`src/rtl/vdp_pkg.sv`:
```
// Shared VDP definitions: command mode encodings, register indices, VRAM geometry.
package vdp_pkg;

  localparam int unsigned VRAM_ADDR_W = 15;

  typedef enum logic [1:0] {
    MODE_REG_SELECT = 2'b00,
    MODE_REG_WRITE  = 2'b01,
    MODE_DATA       = 2'b10,
    MODE_RESERVED   = 2'b11
  } cmd_mode_e;

  localparam logic [7:0] REG_WADDR_LO = 8'h00;
  localparam logic [7:0] REG_WADDR_HI = 8'h01;
  localparam logic [7:0] REG_WSTEP    = 8'h02;

endpackage

```
`src/rtl/vdp_write_queue_if.sv`:
```
// Host command channel plus VRAM write port of the VDP write queue.
interface vdp_write_queue_if
  import vdp_pkg::*;
#(
  parameter int unsigned ADDR_W = VRAM_ADDR_W
);

  logic              cmd_valid;
  logic [1:0]        cmd_mode;
  logic [7:0]        cmd_data;
  logic              cmd_ready;
  logic [7:0]        status;
  logic              vram_req;
  logic [ADDR_W-1:0] vram_addr;
  logic [7:0]        vram_wdata;
  logic              vram_grant;

  modport master (
    output cmd_valid, cmd_mode, cmd_data, vram_grant,
    input  cmd_ready, status, vram_req, vram_addr, vram_wdata
  );

  modport slave (
    input  cmd_valid, cmd_mode, cmd_data, vram_grant,
    output cmd_ready, status, vram_req, vram_addr, vram_wdata
  );

endinterface

```
`src/rtl/vdp_sync_fifo.sv`:
```
// Synchronous FIFO with registered count and a head that is readable without popping.
module vdp_sync_fifo #(
  parameter int unsigned WIDTH = 8,
  parameter int unsigned DEPTH = 8
) (
  input  logic                   clk,
  input  logic                   reset,
  input  logic                   i_push,
  input  logic [WIDTH-1:0]       i_wdata,
  input  logic                   i_pop,
  output logic [WIDTH-1:0]       o_rdata,
  output logic                   o_full,
  output logic                   o_empty,
  output logic [$clog2(DEPTH):0] o_count
);

  localparam int unsigned PtrW = $clog2(DEPTH);
  localparam int unsigned CntW = PtrW + 1;

  logic [WIDTH-1:0] r_mem [DEPTH];
  logic [PtrW-1:0]  r_wptr;
  logic [PtrW-1:0]  r_rptr;
  logic [CntW-1:0]  r_count;
  logic             w_push;
  logic             w_pop;

  assign w_push = i_push && !o_full;
  assign w_pop  = i_pop && !o_empty;

  always_ff @(posedge clk) begin
    if (w_push) begin
      r_mem[r_wptr] <= i_wdata;
    end
  end

  always_ff @(posedge clk) begin
    if (!reset) begin
      r_wptr  <= '0;
      r_rptr  <= '0;
      r_count <= '0;
    end else begin
      if (w_push) r_wptr <= r_wptr + PtrW'(1);
      if (w_pop)  r_rptr <= r_rptr + PtrW'(1);
      case ({w_push, w_pop})
        2'b10:   r_count <= r_count + CntW'(1);
        2'b01:   r_count <= r_count - CntW'(1);
        default: r_count <= r_count;
      endcase
    end
  end

  assign o_rdata = r_mem[r_rptr];
  assign o_full  = (r_count == CntW'(DEPTH));
  assign o_empty = (r_count == '0);
  assign o_count = r_count;

endmodule

```
`src/rtl/vdp_write_queue.sv`:
```
// VDP command front end: decodes host commands into auto-incrementing VRAM writes and queues them.
// Optional build macro VDP_WQ_AUTOINC_STEP_EN makes the increment step programmable via reg 0x02.
module vdp_write_queue
  import vdp_pkg::*;
#(
  parameter int unsigned DEPTH  = 8,
  parameter int unsigned ADDR_W = VRAM_ADDR_W
) (
  input logic              clk,
  input logic              reset,
  vdp_write_queue_if.slave bus
);

  localparam int unsigned CntW  = $clog2(DEPTH) + 1;
  localparam int unsigned FifoW = ADDR_W + 8;

  cmd_mode_e         w_mode;
  logic              w_accept;
  logic              w_push;
  logic              w_pop;
  logic              w_full;
  logic              w_empty;
  logic [CntW-1:0]   w_count;
  logic [FifoW-1:0]  w_head;
  logic [4:0]        w_cnt_ext;
  logic [3:0]        w_cnt_sat;
  logic [7:0]        w_step;
  logic [7:0]        r_reg_select;
  logic [ADDR_W-1:0] r_waddr;

  assign w_mode        = cmd_mode_e'(bus.cmd_mode);
  assign bus.cmd_ready = (w_mode == MODE_DATA) ? !w_full : 1'b1;
  assign w_accept      = bus.cmd_valid && bus.cmd_ready;
  assign w_push        = w_accept && (w_mode == MODE_DATA);
  assign w_pop         = bus.vram_req && bus.vram_grant;

`ifdef VDP_WQ_AUTOINC_STEP_EN
  logic [7:0] r_step;

  always_ff @(posedge clk) begin
    if (!reset) begin
      r_step <= 8'h01;
    end else if (w_accept && (w_mode == MODE_REG_WRITE) && (r_reg_select == REG_WSTEP)) begin
      r_step <= bus.cmd_data;
    end
  end

  assign w_step = r_step;
`else
  assign w_step = 8'h01;
`endif

  // High address register covers bits [ADDR_W-1:8]; surplus payload bits are dropped.
  always_ff @(posedge clk) begin
    if (!reset) begin
      r_reg_select <= 8'h00;
      r_waddr      <= '0;
    end else if (w_accept) begin
      case (w_mode)
        MODE_REG_SELECT: r_reg_select <= bus.cmd_data;
        MODE_REG_WRITE: begin
          if (r_reg_select == REG_WADDR_LO) begin
            r_waddr[7:0] <= bus.cmd_data;
          end else if (r_reg_select == REG_WADDR_HI) begin
            r_waddr[ADDR_W-1:8] <= bus.cmd_data[ADDR_W-9:0];
          end
        end
        MODE_DATA: r_waddr <= r_waddr + ADDR_W'(w_step);
        default: ;
      endcase
    end
  end

  vdp_sync_fifo #(
    .WIDTH (FifoW),
    .DEPTH (DEPTH)
  ) u_fifo (
    .clk     (clk),
    .reset   (reset),
    .i_push  (w_push),
    .i_wdata ({r_waddr, bus.cmd_data}),
    .i_pop   (w_pop),
    .o_rdata (w_head),
    .o_full  (w_full),
    .o_empty (w_empty),
    .o_count (w_count)
  );

  // Head is masked while empty so the port reads zero instead of stale storage.
  assign bus.vram_req   = !w_empty;
  assign bus.vram_addr  = w_empty ? '0 : w_head[FifoW-1:8];
  assign bus.vram_wdata = w_empty ? '0 : w_head[7:0];

  assign w_cnt_ext  = 5'(w_count);
  assign w_cnt_sat  = (w_cnt_ext > 5'd15) ? 4'hF : w_cnt_ext[3:0];
  assign bus.status = {w_cnt_sat, 2'b00, w_empty, w_full};

endmodule

```
`src/flat_wrapper.sv`:
```
// flat-port wrapper written by rule: the top's interface ports become plain ports
module vdp_write_queue_flat import vdp_pkg::*;
#(
  parameter int unsigned DEPTH  = 8,
  parameter int unsigned ADDR_W = VRAM_ADDR_W
)
  (clk, reset, bus_cmd_valid, bus_cmd_mode, bus_cmd_data, bus_vram_grant, bus_cmd_ready, bus_status, bus_vram_req, bus_vram_addr, bus_vram_wdata);
  vdp_write_queue_if #(.ADDR_W(ADDR_W)) bus_i ();
  input logic clk;
  input logic reset;
  input wire logic [$bits(bus_i.cmd_valid)-1:0] bus_cmd_valid;
  input wire logic [$bits(bus_i.cmd_mode)-1:0] bus_cmd_mode;
  input wire logic [$bits(bus_i.cmd_data)-1:0] bus_cmd_data;
  input wire logic [$bits(bus_i.vram_grant)-1:0] bus_vram_grant;
  output wire logic [$bits(bus_i.cmd_ready)-1:0] bus_cmd_ready;
  output wire logic [$bits(bus_i.status)-1:0] bus_status;
  output wire logic [$bits(bus_i.vram_req)-1:0] bus_vram_req;
  output wire logic [$bits(bus_i.vram_addr)-1:0] bus_vram_addr;
  output wire logic [$bits(bus_i.vram_wdata)-1:0] bus_vram_wdata;
  assign bus_i.cmd_valid = bus_cmd_valid;
  assign bus_i.cmd_mode = bus_cmd_mode;
  assign bus_i.cmd_data = bus_cmd_data;
  assign bus_i.vram_grant = bus_vram_grant;
  assign bus_cmd_ready = bus_i.cmd_ready;
  assign bus_status = bus_i.status;
  assign bus_vram_req = bus_i.vram_req;
  assign bus_vram_addr = bus_i.vram_addr;
  assign bus_vram_wdata = bus_i.vram_wdata;
  vdp_write_queue #(.DEPTH(DEPTH), .ADDR_W(ADDR_W)) u_core (.clk(clk), .reset(reset), .bus(bus_i));
endmodule
```
`config.mk`:
```
export PLATFORM = sky130hd
export DESIGN_NAME = vdp_write_queue_flat
export DESIGN_NICKNAME = d
export VERILOG_FILES = /design/src/rtl/vdp_pkg.sv /design/src/rtl/vdp_write_queue_if.sv /design/src/rtl/vdp_sync_fifo.sv /design/src/rtl/vdp_write_queue.sv /design/src/flat_wrapper.sv
export SDC_FILE = /design/constraint.sdc
export NUM_CORES = 1
export LEC_CHECK = 0
export CAP_MARGIN = 5
export CORE_MARGIN = 5
export CORE_UTILIZATION = 34
export DETAILED_ROUTE_END_ITERATION = 6
export DONT_BUFFER_PORTS = 1
export GPL_TIMING_DRIVEN = 0
export PLACE_DENSITY = 0.44
export SLEW_MARGIN = 20
export SYNTH_ARGS = -nofsm -noshare
export SYNTH_HDL_FRONTEND = slang
export SYNTH_SLANG_ARGS = --single-unit
```
`constraint.sdc`:
```
create_clock -name clk -period 6.03 [get_ports clk]
set_clock_uncertainty 0.05 [all_clocks]
set_input_delay 0.603 -clock clk [delete_from_list [all_inputs] [get_ports clk]]
set_output_delay 0.603 -clock clk [all_outputs]
set_load 0.01 [all_outputs]
```
==> results of run 1 <==
-- metal layers --
metal / global-route usage / wire (um)
met1: 0.202 / 9890
met2: 0.222 / 9950
met3: 0.0292 / 1210
met4: 0.0369 / 403
met5: 0 / 0
-- metrics by stage --
step	utilization	hold WS (ns)	cells	setup TNS, ns
after floorplan	-	0.401	542	0
final	0.403	0.140	943	0
after detailed placement	0.374	0.439	899	0
after global routing	0.403	0.112	943	0
after CTS	0.403	0.115	943	0
after global placement	0.363	0.422	877	-26.84
-- layout make-up --
class,instances,area [sq um]
inverters,11,46.3
well taps,335,419
multi-input cells,277,2680
clock inverters,7,60.1
repair buffers,22,235
clock buffers,37,701
fillers,2343,15600
flip-flops and latches,220,6250
plain buffers,34,176
-- logic make-up (layout without fill, tap and decap cells) --
family                   Yosys count  count (layout)  share of synthesized area
AND/OR/NAND/NOR                  115             115                     0.0615
XOR/XNOR                           7               7                    0.00674
other                              1               2                   0.000412
buffers and inverters             45             111                     0.0245
AO/OA/AOI/OAI                     63              63                     0.0552
flip-flops                       220             220                      0.687
adder cells (fa/ha/maj)            9               9                     0.0124
multiplexers                      81              81                      0.152
-- power groups by stage --
stage	sequential, mW	combinational [mW]	clock, mW
after floorplan	1.74	0.530	0
after global placement	1.75	0.691	0
after detailed placement	1.75	0.701	0
after CTS	1.72	0.704	1.45
after global routing	1.72	0.758	1.51
final	1.72	0.677	1.40
-- state kept, by name, summed over array words and instances (netlist names), named ones only --
name and cells:
u_core.r_waddr 15, u_core.u_fifo.r_rptr 3, u_core.u_fifo.r_mem 184, u_core.r_reg_select 8, u_core.u_fifo.o_count 4, u_core.u_fifo.r_wptr 3
-- how the worst max path moves through the flow --
stage	from	end	slack, ns	depth (start not counted)
6_report	register	bus_vram_addr[9]	2.60	5
5_1_grt	register	bus_vram_addr[7]	2.36	5
4_1_cts	register	bus_vram_addr[0]	2.45	5
3_5_place_dp	bus_cmd_mode[0]	u_core.u_fifo.r_mem[1][13]	2.24	8
3_3_place_gp	bus_cmd_mode[0]	u_core.u_fifo.r_mem[0][13]	-1.05	5
2_1_floorplan	bus_cmd_mode[0]	u_core.u_fifo.r_mem[0][0]	1.95	5
-- cell usage in the layout, fill, tap and decap left out, drive strengths merged, types with 2 or more instances in the layout --
| master | count |
|---|---|
| or4 | 3 |
| and2 | 3 |
| mux4 | 46 |
| nand2b | 4 |
| ha | 9 |
| nand2 | 23 |
| o31ai | 6 |
| a31oi | 8 |
| xor2 | 6 |
| o21ai | 11 |
| or3 | 2 |
| or4b | 2 |
| clkbuf | 55 |
| edfxtp | 184 |
| conb | 2 |
| a21oi | 7 |
| nor2b | 3 |
| a31o | 11 |
| o41ai | 8 |
| nor2 | 46 |
| a311oi | 6 |
| nor4 | 2 |
| clkinv | 6 |
| inv | 10 |
| nand4 | 7 |
| dfxtp | 36 |
| nand3 | 9 |
| or2 | 2 |
| mux2i | 35 |
| nor3 | 5 |
| buf | 38 |
==> summary by stage, run 1 <==
Clock network
The worst-skew pair later-pin latency is 0.51 ns. The CTS tree is yes. The number of setup buffers added after CTS is 0. The deepest level of the CTS H-tree is 1. In this run, post-CTS repair resized a total of 0 instances. The clock edge transition at the registers on the reported setup and hold paths is 0.06 ns.

The number of clock buffers inserted by TritonCTS is 25. The clock drives 220 sinks. The maximum clock insertion buffer count is 3.

The cell chosen for the clock root is sky130_fd_sc_hd__clkbuf_16. The post-cts hold buffer count is 0.

Synthesis
For this run, asynchronously set or reset flops after synthesis account for 0. The most used flip-flop cell after synthesis is sky130_fd_sc_hd__edfxtp_1. The average instance area after synthesis is 16.8 sq um. By area the synthesized netlist is led by sky130_fd_sc_hd__edfxtp_1 (61%), sky130_fd_sc_hd__mux4_2 (11%), sky130_fd_sc_hd__dfxtp_1 (7.9%), sky130_fd_sc_hd__mux2i_1 (3.9%), sky130_fd_sc_hd__nor2_1 (1.9%). In this run, synthesis inferred 184 flip-flops with an integrated enable. The fraction of synthesized cell area taken by the top area cell type is 0.608. The cell count after synthesis is 541. The synthesis warning total is 0. The post-synthesis sequential element count is 220.

The share of synthesized area occupied by flip-flops and latches is 0.687. After synthesis, the most frequently instantiated cells are sky130_fd_sc_hd__edfxtp_1 (184), sky130_fd_sc_hd__mux4_2 (46), sky130_fd_sc_hd__nor2_1 (46). By instance count, the leading cell after synthesis is sky130_fd_sc_hd__edfxtp_1. Counting distinct cell types in the post-synthesis netlist gives 54. The post-synthesis cell type with the largest combined area is sky130_fd_sc_hd__edfxtp_1. Summing every instance area after synthesis gives 0.00909 sq mm.

Drt
For this block, the routed nets add up to 21,500 um of wire. Summing over every cut layer, the via total after detailed routing is 5,006. For this block, the initial DRC count from the detailed router was 469. In this run the remaining antenna-violating nets after routing total 0. In the final routed layout, each cell accounts on average for 22.7 um.

In the routed design, unresolved DRC markers number 0. The post-detailed-route via-to-cell ratio is 5.31. The detailed-routing iteration count for the pre-antenna-repair pass is 5.

Pwr
The share of total power dissipated in sequential elements is 0.453. The share of total power dissipated in the clock network is 0.369. The part of the total power dissipated in combinational logic is 0.179.

Of the total power, the share spent switching nets is 0.261. The reported net switching power is 0.988 mW. The worst IR drop on VDD is 0.000141 V. Total power for the finished layout comes to 3.79 mW.

Dividing total power by cell area gives a power density of 359 mW/mm^2. The leakage power is 3.35 nW. Internal power comes to 2.80 mW.

STA
For the pin with the worst max-slew slack, the measured transition is 0.834 ns. Setup repair after global routing left no endpoint under its margin. Based on the critical path, the design can be clocked at up to 291 MHz.

The share of the clock period used by the worst path is 0.569. The max-slew violation count was 0. The final number of hold-violating endpoints is 0. Setup violations remaining at the end of the flow were counted as 0. The clock period minus worst slack is 3.43 ns. The final worst slack is 2.60 ns. In this run the tightest slew margin relative to its limit is 0.444.

Worst setup path
The critical path goes through clkbuf_1 > clkbuf_1 > mux4_2 > mux2i_1 > nor2_1. The logic depth of the worst register-to-register path is 11. The startpoint identified for the worst register-to-register timing path is u_core.u_fifo.o_count[1]. STA puts the critical path data arrival time at 2.78 ns.

The kind of critical path is register to primary output. In this run the worst path has a maximum fanout of 10. The worst setup path is captured at a primary output. Counting both buffers and inverters, the worst setup path holds a total of 2. Setup slack on the worst reg-to-reg path comes out at 3.08 ns. The most numerous cell type found on the critical path is sky130_fd_sc_hd__clkbuf_1. The critical path's slowest cell is sky130_fd_sc_hd__clkbuf_1. The startpoint class of the critical path is a register. At the worst endpoint, the required time is 5.38 ns.

The kind of cell adding the most delay to the critical path is buffers and inverters. In this run the critical register-to-register path is captured at u_core.u_fifo.o_count[2]. The critical path's largest stage delay is 0.69 ns.

Placement
During placement, the flow inserted port buffers numbering 0. The pre-CTS setup slack is 2.24 ns. The area after detailed placement is 0.00980 sq mm. The weighted congestion reported at the end of routability-driven placement is 0.849. The HPWL after detailed placement is 14,400 um.

Floorplan
In this run the horizontal extent of the chip is 174 um. The I/O pin total is 47. In this run the core area contains 59 standard-cell rows. In this run the standard cell core region covers 0.0262 sq mm. The die area is 0.0301 sq mm. The die extent in y is 174 um.

The starting density of the core is 0.347.

Final layout
In the final layout, the share of cells above drive strength 1 is 0.234. The number of nets in the finished design is 614. The repair_antennas step left the layout with diodes totalling 0. Once layout is done, the placed cells without fillers occupy 0.0106 sq mm. The area growth from synthesis to layout is 16.1%.

Min path
The type of the tightest min-delay check is input pin to register. The number of stages on the worst hold path is 0. The startpoint identified for the worst hold timing path is bus_cmd_data[5]. The worst hold path terminates at u_core.u_fifo.r_mem[6][5].

Global routing
The initial antenna violation count came to 0. The wire length of the first global-routing pass is 32,800 um. The number of global-route vias before repair came to 5,303.

The total global routing overflow is 0. The global-route usage over all layers is 0.142. Entering global routing, the biggest net connects 16 pins.

Run status
The run finished with clean final reports.

Job
The tool flagged a number of max-cap violations equal to 0.
(Power assumes the default switching activity.)
==> run 2: changes to the inputs <==
- PLACE_DENSITY: 0.44 -> 0.46
- clock period: 6.03 -> 2.9 ns (I/O delays scaled with it)
==> summary by stage, run 2 (synthesis results as in run 1) <==
Drt
Summing over every cut layer, the via total after detailed routing is 5,039. The routed wire length is 21,600 um. After detailed routing, the number of vias per cell comes to 5.32. For this run, design rule violations remaining after detail routing come to 0. The detailed-routing iteration count for the pre-antenna-repair pass is 4. Once detail routing completed, the nets flagged for antenna violations numbered 0. After the first detailed-routing iteration, the DRC count stood at 329. The wire length per cell after detailed routing is 22.8 um.

Job
The number of violations of the max-capacitance limit is 0.

Worst setup path
The critical path is of the register to register type. Along the worst path, the maximum fanout reaches 8. The endpoint arrival time on the critical path is 3.12 ns. Data on the critical path is required at its endpoint by 3.28 ns.

The logic depth of the worst register-to-register path is 11. The category of the worst setup path capture point is a register. STA classifies the critical path startpoint as a register.

Min path
Along the worst hold path, the cell count comes to 3. In this run the worst hold path is classified as input pin to register.

Final layout
The number of fill cells is 2,334. The number of antenna repair diodes is 0. The top cell types in the final layout, fill and taps aside, are sky130_fd_sc_hd__edfxtp_1 (184), sky130_fd_sc_hd__mux4_2 (46), sky130_fd_sc_hd__nor2_1 (43). The area growth from synthesis to layout is 17.8%. Counting flops per register, the top entry is u_core.u_fifo.r_mem. Leaving out fill and tap cells, the most frequent cell in the layout is sky130_fd_sc_hd__edfxtp_1. The number of flip-flops in the largest register is 184. In the final layout, the share of cells above drive strength 1 is 0.245. The final layout contains 617 nets. The largest registers in the layout are u_core.u_fifo.r_mem: 184 flops, u_core.r_waddr: 15 flops, u_core.r_reg_select: 8 flops. The final design utilization is 0.409.

STA
The max-slew violation count came to 0. The worst pin sits at a relative slew slack of 0.541. The clock period minus worst slack is 2.74 ns. The final number of hold-violating endpoints is 0. On the final layout, the worst hold slack is 0.0406 ns. For this run, the top clock speed supported by timing is 365 MHz. The share of the clock period used by the worst path is 0.944. The actual transition at the worst max-transition pin is 0.685 ns.

Setup repair after global routing left no endpoint under its margin. The total negative setup slack is 0 ns. Setup violations remaining at the end of the flow were counted as 0.

Clock network
Clock latency on the worst-skew pair, taken at its later pin, is 0.51 ns. The deepest level of the CTS H-tree is 1. The cell chosen for the clock root is sky130_fd_sc_hd__clkbuf_16. The CTS tree is yes.

The maximum clock insertion buffer count is 3. Counting every sink on the clock net gives 220. TritonCTS created 24 clock buffers. Clock-pin slew was measured on the worst setup and hold paths at 0.06 ns.

Run status
The run finished with clean final reports.

Placement
The count of buffers inserted at the top-level ports is 0. Detailed placement finished with a half-perimeter wire length of 14,200 um. The weighted congestion reported at the end of routability-driven placement is 0.868.

Floorplan
The initialized floorplan defines 59 standard-cell rows. The die extent in y is 174 um. The starting density of the core is 0.347.

The floorplan step defined a core boundary enclosing 0.0262 sq mm. The die covers 0.0301 sq mm. The I/O pin total is 47. The die width is 174 um.

Global routing
After global routing the overflow that remains totals 0. The number of global-route vias before repair is 5,369. The maximum number of pins on one net before global-route repair is 16. The global-route usage over all layers is 0.144. The first global-routing pass estimated 33,400 um of wire. The initial antenna violation count is 0.

Pwr
For this design the static power due to leakage is 3.40 nW. The total power after layout is 8.03 mW. Across the VDD grid, the largest voltage drop is 0.000411 V. Power spread over the standard cell area amounts to 749 mW/mm^2.
run 2: cell types whose count changed in the layout (fill, tap and decap cells not counted), moves of 2 or more:
cell,previous run,this run
sky130_fd_sc_hd__buf_8,0,2
sky130_fd_sc_hd__clkinv_2,3,5
sky130_fd_sc_hd__clkbuf_2,0,6
sky130_fd_sc_hd__clkbuf_4,0,2
sky130_fd_sc_hd__buf_2,11,5
sky130_fd_sc_hd__dlygate4sd3_1,0,10
sky130_fd_sc_hd__clkbuf_8,3,1
sky130_fd_sc_hd__inv_6,0,2
sky130_fd_sc_hd__clkbuf_1,27,17
run 2: metrics by stage:
step	cells	cell area (sq um)	worst slack, ns
finish	947	10700	0.162
floorplan	542	9110	-0.272
CTS	948	10700	0.00117
detailed placement	895	9800	-0.294
global route	947	10700	0.00336
global placement	877	9530	-2.55
run 2: final cells by class:
type | count | area [sq um] | share of cell area
Inverter | 11 | 46.3 | 0.00432
Clock buffer | 33 | 666 | 0.0621
Clock inverter | 11 | 114 | 0.0106
Buffer | 32 | 186 | 0.0174
Timing Repair Buffer | 28 | 322 | 0.0300
Multi-Input combinational cell | 277 | 2720 | 0.253
Sequential cell | 220 | 6250 | 0.583
Tap cell | 335 | 419 | 0.0391
run 2: power breakdown:
| group | switching (mW) | leakage (nW) | internal [mW] |
|---|---|---|---|
| combinational | 0.832 | 1.03 | 0.638 |
| clock | 1.19 | 0.382 | 1.79 |
| sequential | 0.0881 | 1.98 | 3.49 |
run 2: critical path: stages (launching register included):
cell	delay [ns]
sky130_fd_sc_hd__dfxtp_1	0.35
sky130_fd_sc_hd__buf_6	0.15
sky130_fd_sc_hd__or4_4	0.53
sky130_fd_sc_hd__and2_1	0.18
sky130_fd_sc_hd__clkbuf_1	0.18
sky130_fd_sc_hd__ha_4	0.22
sky130_fd_sc_hd__xor2_1	0.14
sky130_fd_sc_hd__ha_1	0.18
sky130_fd_sc_hd__a21oi_1	0.15
sky130_fd_sc_hd__xor2_1	0.09
sky130_fd_sc_hd__or3_1	0.30
sky130_fd_sc_hd__a21oi_1	0.13
run 2: routing by layer:
| layer | global-route usage | share of wire | vias up |
|---|---|---|---|
| met3 | 0.0281 | 0.051 | 36 |
| met5 | 0 | 0 | - |
| met2 | 0.232 | 0.48 | 147 |
| li1 | - | - | 2260 |
| met1 | 0.203 | 0.45 | 2596 |
| met4 | 0.0316 | 0.019 | 0 |
run 2: what timing repair did:
action | CTS | global route
setup buffers | 0 | 0
hold buffers | 10 | 0
gates cloned | 0 | 0
hold endpoints to repair | 77 | 0
endpoints found under the setup margin | 25 | 18
pin swaps | 0 | 1
gates resized for setup | 8 | 7
run 2: path summary, 6_finish.rpt:
kind,from,endpoint,slack [ns]
max reg2reg,u_core.u_fifo.o_count[1],u_core.u_fifo.o_count[2],0.16
min,bus_cmd_data[5],u_core.r_waddr[13],0.04
min reg2reg,u_core.r_reg_select[4],u_core.r_reg_select[4],0.45
max,u_core.u_fifo.o_count[1],u_core.u_fifo.o_count[2],0.16
==> run 3: changes to the inputs <==
==> constraint.sdc (replaced) <==
create_clock -name clk -period 2.9 [get_ports clk]
set_clock_uncertainty 0.05 [all_clocks]
set_input_delay 0.725 -clock clk [delete_from_list [all_inputs] [get_ports clk]]
set_output_delay 0.725 -clock clk [all_outputs]
set_load 0.01 [all_outputs]
==> summary by stage, run 3 (synthesis results as in run 1) <==
Run status
The flow ran to the end, and the final reports show no timing, DRC or antenna violations.

Min path
Along the worst hold path, the cell count comes to 0. The type of the tightest min-delay check is input pin to register. The worst hold path terminates at u_core.u_fifo.r_mem[4][7].

The startpoint identified for the worst hold timing path is bus_cmd_data[7].

Pwr
In this run the power density over the cells is 734 mW/mm^2. The analysis attributes to cell leakage a power of 3.37 nW. The total power after layout is 7.88 mW.

The worst IR drop on VDD is 0.000314 V.

Final layout
From synthesis to final layout, the design area changed by 18.1%. The number of antenna diodes in the final layout is 0. Leaving out fill and tap cells, the most frequent cells in the layout are sky130_fd_sc_hd__edfxtp_1 (184), sky130_fd_sc_hd__mux4_2 (46), sky130_fd_sc_hd__nor2_1 (43). Of the cells placed in the final design, the portion with a size suffix greater than 1 is 0.245.

The library cell used most frequently in the layout, excluding fill and tap cells, is sky130_fd_sc_hd__edfxtp_1. The number of flip-flops in the largest register is 184. The register with the most flip-flops is u_core.u_fifo.r_mem.

The number of nets in the finished design is 610. The final design instance area without fill is 0.0107 sq mm. In the final layout, the registers with the most flip-flops are u_core.u_fifo.r_mem: 184 flops, u_core.r_waddr: 15 flops, u_core.r_reg_select: 8 flops. The number of non-filler instances in the completed layout is 938.

Placement
The estimated wirelength of the detail-placed design is 14,200 um. Once placement finished, the instance area stood at 0.00985 sq mm. The count of buffers inserted at the top-level ports is 0. The congestion estimate from routability-driven global placement came to 0.859. Including well taps, the total number of placed cells is 891.

Worst setup path
In this run the register-to-register setup slack is 0.12 ns. Tracing the worst setup path back leads to its startpoint at u_core.u_fifo.o_count[1]. The endpoint of the worst register-to-register path is u_core.u_fifo.o_count[2]. Of all nets on the critical path, the largest fanout is 10. The kind of critical path is register to primary output. The endpoint arrival time on the critical path is 2.04 ns. STA classifies the critical path endpoint as a primary output. The startpoint class of the critical path is a register. The launching point of the worst reg2reg path is u_core.u_fifo.o_count[1]. The data required time at the worst endpoint is 2.12 ns. The logic depth of the worst register-to-register path is 11.

STA
The total negative setup slack is 0 ns. The headroom to the max-slew limit is 0.583. The actual transition at the worst max-transition pin is 0.626 ns. Dividing the final minimum period by the clock period gives 0.971. Counting I/O delays and the setup requirement, the final critical path takes 2.82 ns. The total of endpoints with negative setup slack in the final report is 0. The max-slew violation count is 0. Hold is met by 0.269 ns. The maximum operating frequency is 355 MHz. Setup repair after global routing could not meet its margin everywhere. The final number of hold-violating endpoints was 0.

Clock network
The worst-skew pair later-pin latency is 0.50 ns. In this run the number of H-tree levels came out at 1. The number of clock buffers added by TritonCTS is 23. After clock tree synthesis, the clock-pin slew on the worst setup and hold paths is 0.06 ns. TritonCTS built the clock tree. In this run the clock root is driven by a sky130_fd_sc_hd__clkbuf_16. The maximum clock insertion buffer count is 3. Buffers inserted to repair hold after CTS numbered 0. The clock net sink count is 220.

Drt
Summed over all nets, wire length on met2 after detailed routing comes to 10,300 um. Dividing the detail-routed wire length by the instance count gives 22.9 um. The detailed router used layers up to and including met4. The first TritonRoute pass finished after 5 iterations. The violation count after the first detailed-route iteration is 356. Across all layers, the routed design uses 4,986 vias. In the routed design, unresolved DRC markers number 0. The routed wire length is 21,500 um.

The detailed-routed wire length on met3 is 1280 um. The post-detailed-route via-to-cell ratio is 5.32. In this run the remaining antenna-violating nets after routing total 0. The routed length on met1 is 9580 um.

Global routing
The number of global-route vias before repair is 5,190. The maximum number of pins on one net before global-route repair is 18. The global-route usage over all layers is 0.141. The initial antenna violation count came to 0. The total global routing overflow is 0.

The first global-routing pass estimated 32,800 um of wire.

Floorplan
The floorplan step defined a die boundary enclosing 0.0301 sq mm. The placement row count is 59. For this configuration, the core starts out at a cell density of 0.347. The floorplan core area is 0.0262 sq mm. The die width is 174 um. The die is 174 um tall. For this design the top-level I/O count stands at 47.

Job
Max-cap violations in this run came to 0.
run 3: final cells by class:
| cell class | instances | area [sq um] |
|---|---|---|
| fillers | 2342 | 15500 |
| flip-flops and latches | 220 | 6250 |
| multi-input cells | 277 | 2740 |
| clock buffers | 34 | 647 |
| well taps | 335 | 419 |
| repair buffers | 21 | 312 |
| plain buffers | 33 | 297 |
| inverters | 11 | 48.8 |
| clock inverters | 7 | 31.3 |
run 3: worst max-delay path, stage by stage (launching register included):
cell,delay (ns)
sky130_fd_sc_hd__dfxtp_1,0.35
sky130_fd_sc_hd__buf_6,0.15
sky130_fd_sc_hd__or4_4,0.54
sky130_fd_sc_hd__inv_4,0.16
sky130_fd_sc_hd__clkbuf_8,0.20
sky130_fd_sc_hd__buf_4,0.13
run 3: per-stage QoR:
step                worst slack, ns   util
CTS                        0.000992  0.407
global placement              -2.07  0.364
floorplan                    -0.360      -
finish                       0.0841  0.410
global route                -0.0215  0.410
detailed placement           -0.632  0.376
run 3: worst max-delay path by stage:
stage / to / depth (start not counted)
finish: bus_status[1] / 5
detailed placement: u_core.u_fifo.r_mem[7][9] / 7
CTS: bus_vram_addr[7] / 5
global placement: u_core.u_fifo.r_mem[7][9] / 6
floorplan: u_core.u_fifo.r_mem[7][0] / 6
global route: u_core.u_fifo.o_count[2] / 11
run 3: power by group:
group          internal, mW  total (mW)  switching [mW]
logic                 0.792        1.64           0.850
clock network          1.53        2.66            1.12
registers              3.49        3.58          0.0965
total                  5.81        7.88            2.07
run 3: per-layer routing:
metal,track usage,vias to the layer above
met3,0.0286,23
met1,0.200,2563
li1,-,2252
met5,0,-
met4,0.0273,0
met2,0.230,148
run 3: what timing repair did:
item	in CTS	in global routing
setup buffers	3	4
setup endpoints to repair	73	11
resized for setup	39	8
pin swaps	3	0
